File: src/rtl/result_uart_tx.sv
// Result byte buffer (4-entry FIFO) feeding an 8N1 serial transmitter.
// Bytes are popped only between frames; tx is driven from a register.
module result_uart_tx #(
    parameter int CLKS_PER_BIT = 4,
    parameter int FIFO_DEPTH   = 4
) (
    input  logic       clk,
    input  logic       rst,
    input  logic       res_valid,
    input  logic [7:0] res_data,
    output logic       res_ready,
    output logic       tx,
    output logic       busy,
    output logic [2:0] fifo_count,
    output logic [7:0] frames_sent
);
    localparam logic [7:0] BIT_LAST = 8'(CLKS_PER_BIT - 1);
    localparam logic [2:0] FULL_CNT = 3'(FIFO_DEPTH);

    typedef enum logic [1:0] {IDLE, START, DATA, STOP} state_t;

    state_t     state, state_nxt;
    logic [7:0] bit_timer, timer_nxt;
    logic [2:0] bit_idx, idx_nxt;
    logic [7:0] shreg, shreg_nxt;
    logic       tx_nxt;
    logic       frame_done;

    logic [7:0] fifo_mem [4];
    logic [1:0] wr_ptr, rd_ptr;
    logic       push, pop, bit_done;

    // Ready comes from the registered count only, so a pop never frees a
    // slot for a push on the same edge.
    assign res_ready = (fifo_count < FULL_CNT);
    assign push      = res_valid && res_ready;
    assign pop       = (state == IDLE) && (fifo_count != 3'd0);
    assign bit_done  = (bit_timer == BIT_LAST);
    assign busy      = (state != IDLE);

    always_ff @(posedge clk) begin
        if (push && !rst)
            fifo_mem[wr_ptr] <= res_data;
    end

    always_ff @(posedge clk) begin
        if (rst) begin
            wr_ptr     <= 2'd0;
            rd_ptr     <= 2'd0;
            fifo_count <= 3'd0;
        end else begin
            if (push)
                wr_ptr <= wr_ptr + 2'd1;
            if (pop)
                rd_ptr <= rd_ptr + 2'd1;
            case ({push, pop})
                2'b10:   fifo_count <= fifo_count + 3'd1;
                2'b01:   fifo_count <= fifo_count - 3'd1;
                default: fifo_count <= fifo_count;
            endcase
        end
    end

    always_ff @(posedge clk) begin
        if (rst) begin
            state       <= IDLE;
            bit_timer   <= 8'd0;
            bit_idx     <= 3'd0;
            shreg       <= 8'd0;
            tx          <= 1'b1;
            frames_sent <= 8'd0;
        end else begin
            state     <= state_nxt;
            bit_timer <= timer_nxt;
            bit_idx   <= idx_nxt;
            shreg     <= shreg_nxt;
            tx        <= tx_nxt;
            if (frame_done)
                frames_sent <= frames_sent + 8'd1;
        end
    end

    // tx_nxt is the line level for the state being entered, which keeps tx
    // registered without an extra cycle of latency.
    always_comb begin
        state_nxt  = state;
        timer_nxt  = bit_timer;
        idx_nxt    = bit_idx;
        shreg_nxt  = shreg;
        tx_nxt     = tx;
        frame_done = 1'b0;
        case (state)
            IDLE: begin
                tx_nxt = 1'b1;
                if (pop) begin
                    shreg_nxt = fifo_mem[rd_ptr];
                    timer_nxt = 8'd0;
                    state_nxt = START;
                    tx_nxt    = 1'b0;
                end
            end
            START: begin
                if (bit_done) begin
                    timer_nxt = 8'd0;
                    idx_nxt   = 3'd0;
                    state_nxt = DATA;
                    tx_nxt    = shreg[0];
                end else begin
                    timer_nxt = bit_timer + 8'd1;
                end
            end
            DATA: begin
                if (bit_done) begin
                    timer_nxt = 8'd0;
                    if (bit_idx == 3'd7) begin
                        state_nxt = STOP;
                        tx_nxt    = 1'b1;
                    end else begin
                        idx_nxt   = bit_idx + 3'd1;
                        shreg_nxt = {1'b0, shreg[7:1]};
                        tx_nxt    = shreg[1];
                    end
                end else begin
                    timer_nxt = bit_timer + 8'd1;
                end
            end
            STOP: begin
                tx_nxt = 1'b1;
                if (bit_done) begin
                    timer_nxt  = 8'd0;
                    state_nxt  = IDLE;
                    frame_done = 1'b1;
                end else begin
                    timer_nxt = bit_timer + 8'd1;
                end
            end
            default: begin
                state_nxt = IDLE;
                tx_nxt    = 1'b1;
            end
        endcase
    end
endmodule

File: config.mk
export PLATFORM = sky130hd
export DESIGN_NAME = result_uart_tx
export DESIGN_NICKNAME = d
export VERILOG_FILES = /design/src/rtl/result_uart_tx.sv
export SDC_FILE = /design/constraint.sdc
export NUM_CORES = 1
export LEC_CHECK = 0
export BUFFER_PORTS_ARGS = -buffer_cell sky130_fd_sc_hd__clkbuf_2
export CAP_MARGIN = 5
export CORE_ASPECT_RATIO = 0.6
export CORE_MARGIN = 8
export CORE_UTILIZATION = 43
export CTS_CLUSTER_DIAMETER = 150
export DETAILED_ROUTE_END_ITERATION = 10
export PLACE_DENSITY_LB_ADDON = 0.05
export SETUP_SLACK_MARGIN = 0.02
export SLEW_MARGIN = 20
export SYNTH_ARGS = -nofsm -noshare
export SYNTH_HDL_FRONTEND = slang
export SYNTH_SLANG_ARGS = --single-unit
File: constraint.sdc
create_clock -name clk -period 2.9 [get_ports clk]
set_input_delay 0.58 -clock clk [delete_from_list [all_inputs] [get_ports clk]]
set_output_delay 0.58 -clock clk [all_outputs]
set_load 0.01 [all_outputs]
==> impl_metrics.tcl <==
set metrics [dict create \
    fmax_ghz 0.4182 \
    finish.instance_area_um2 3742 \
    die_w_um 128.0 \
    r2r-end "fifo_count[2]" \
    drc 0 \
    p_switching_uw 1113 \
    postSynthCellCount 276 \
    port-buffer-count 24 \
    clk_pin_slew_ps 50 \
    cts_tree "built" \
    power_uw 3543 \
    area_growth_pct 15.62 \
    rrSetupSlack_ps 510 \
    fin_crit_sh 0.8245 \
    hpwlAfterDp_um 4590 \
    status "finished clean" \
    rows 24 \
    cpLargestDelayFamily "adder cells" \
    clock_sinks 71 \
    p_int_uw 2430 \
    grt_usage 0.1262 \
    crit_end "fifo_count[2]" \
    place_congestion 0.7584 \
    tightest_slew_ps 695.5 \
    netSwitchingFraction 0.3142 \
    clock_path_buffers 2 \
    placed_cell_area_um2 3436 \
    final_cell_mix "39 x dfxtp_1, 32 x edfxtp_1, 24 x clkbuf_2, 23 x nor2_1, 21 x a21oi_1" \
    dr.pass1.iters 4 \
    ir_worst_vdd_uv 494.3 \
    crit_type "register to register" \
    setup_viol 0 \
    gr-total-overflow 0 \
    worstSetupEndpointType "register" \
    leakagePower_uw 0.001384 \
    cp_slowest_cell "fa_1" \
    start_kind "register" \
    wire_per_inst_um 15.75 \
    yosysSeqAreaShare 0.5381 \
    skew_ps 5.028 \
    drive_gt1_frac 0.1980 \
    post_cts_resized 0 \
    slew_viol_final 0 \
    crit_cells 9 \
    drtIter0Drc 166 \
    cp_num_buf_inv 2 \
    synth-edff-count 32 \
    synth.distinct_cells 48 \
    grt_max_degree 40 \
    drv_cap 0 \
    viasPerCell 5.197 \
    htree_levels 3 \
    cts_buffers 9 \
    synthFlopType "dfxtp_1" \
    ctsRootBufferMaster "clkbuf_16" \
    slowest_delay_ps 370 \
    slew_headroom 0.5338 \
    yosys_warnings 0 \
    seqPwrFrac 0.379 \
    tns_ps 0 \
    dieHeight_um 83.21 \
    worstSkewPairLatency_ps 320 \
    comb_power_share 0.303 \
    synthesis.area_um2 3237 \
    required_ps 3150 \
    core_area_um2 7267 \
    initial_core_util 0.4454 \
    fin_crit_ps 2391 \
    p_per_area_nw_per_um2 946.6 \
    syn_area_per_cell_um2 11.73 \
    min_path_type "register to register" \
    antenna_cells 0 \
    antenna_found_initial 0 \
    p_clk_frac 0.318 \
    dieArea_um2 10650 \
    ys_seq_elements 71 \
    startpoint "state[0]" \
    hold_buffers 0 \
    finalHoldViolCount 0 \
    layout_commonest_cell "dfxtp_1" \
    post_cts_buffers 0 \
    io_pins 25 \
    wl_um 6411 \
    worstPathCellList "inv_1 > ha_1 > o31a_1 > ha_1 > inv_1 > fa_1 > xor2_1 > or3_1 > a21oi_1" \
    grt_pass1_wl_um 10610 \
    vias 2115 \
    reg2reg_from "state[0]" \
    reg2regPathDepth 9 \
    synth-async-reset-ratio 0 \
    cp_data_arrival_time_ps 2640 \
    grt_pass1_vias 2048 \
    nets 324 \
    cp_max_fo 8 \
    synth_fp_nets 302 \
    drtAntennaViolNets 0 \
    rsz0062_at_grt "no" \
]
state kept, by name, indices dropped and copies added, names as in the netlist, named ones only:
signal / cells
bit_idx: 3
bit_timer: 8
fifo_count: 3
fifo_mem: 32
frames_sent: 8
rd_ptr: 2
shreg: 8
state: 2
tx: 1
wr_ptr: 2
metal layers:
layer  GRT usage  up-vias  part of all wire  wire length, um
li1            -     1074                 -                -
met1      0.1974      996              0.57             3665
met2      0.1554       39              0.37             2371
met3     0.04018        6             0.050              321
met4     0.03541        0            0.0081               52
met5           0        -                 0                0
cell usage after synthesis, drive strengths merged, types with 4 or more instances:
library cell	number	area, um2
nand3	7	47.55
buf	4	21.27
edfxtp	32	960.9
inv	20	75.07
and3	9	56.30
xor2	4	35.03
nand4	4	31.28
mux2	7	78.83
o21ai	9	45.04
nor2	23	86.33
a21oi	21	105.1
dfxtp	39	780.8
a311oi	9	78.83
or3	4	25.02
nand2	8	30.03
clkbuf	10	37.54
mux4	8	180.2
ha	14	175.2
a22oi	4	30.03
cells by family (layout without fill, tap and decap cells):
kind of cell | after synthesis | after routing | synth area share
AO/OA/AOI/OAI | 57 | 57 | 0.1148
XOR/XNOR | 7 | 7 | 0.01894
adder cells (fa/ha/maj) | 15 | 15 | 0.06030
buffers and inverters | 34 | 61 | 0.04136
flip-flops | 71 | 71 | 0.5381
multiplexers | 18 | 18 | 0.08929
AND/OR/NAND/NOR | 74 | 74 | 0.1372
power by group through the flow:
stage          logic [uW]  clock network (uW)  registers, uW
3_3_place_gp         1070                   0           1360
6_report             1070                1130           1340
4_1_cts              1080                1150           1350
3_5_place_dp         1070                   0           1370
5_1_grt              1200                1200           1370
2_1_floorplan         878                   0           1310
how the worst min path moves through the flow:
stage,from,to,cells past startpoint
5_1_grt,res_data[6],fifo_mem[1][6],1
2_1_floorplan,shreg[5],shreg[5],2
6_report,shreg[7],shreg[7],2
3_5_place_dp,shreg[7],shreg[7],2
4_1_cts,shreg[7],shreg[7],2
3_3_place_gp,shreg[4],shreg[4],2
cell type report:
cell class | instances | area, um2
repair buffers | 25 | 127.6
multi-input cells | 171 | 1361
well taps | 104 | 130.1
inverters | 20 | 75.07
clock buffers | 11 | 232.7
flip-flops and latches | 71 | 1742
clock inverters | 5 | 73.82
fillers | 659 | 3525
worst reg2reg max path: stages (launching register included):
cell and delay (ps):
dfxtp_1 330, inv_1 130, ha_1 320, o31a_1 290, ha_1 220, inv_1 60
fa_1 370, xor2_1 160, or3_1 310, a21oi_1 150
through the flow:
stage          cells  hold WS (ps)    util  setup WS, ps
3_3_place_gp     391         451.9  0.4728         621.6
6_report         407         463.3  0.5150         508.9
2_1_floorplan    276         439.4       -         764.1
4_1_cts          407         466.3  0.5150         477.6
3_5_place_dp     391         459.9  0.4728         492.4
5_1_grt          407         467.8  0.5150         313.9
Note: power is estimated with default switching activity, not from simulation.
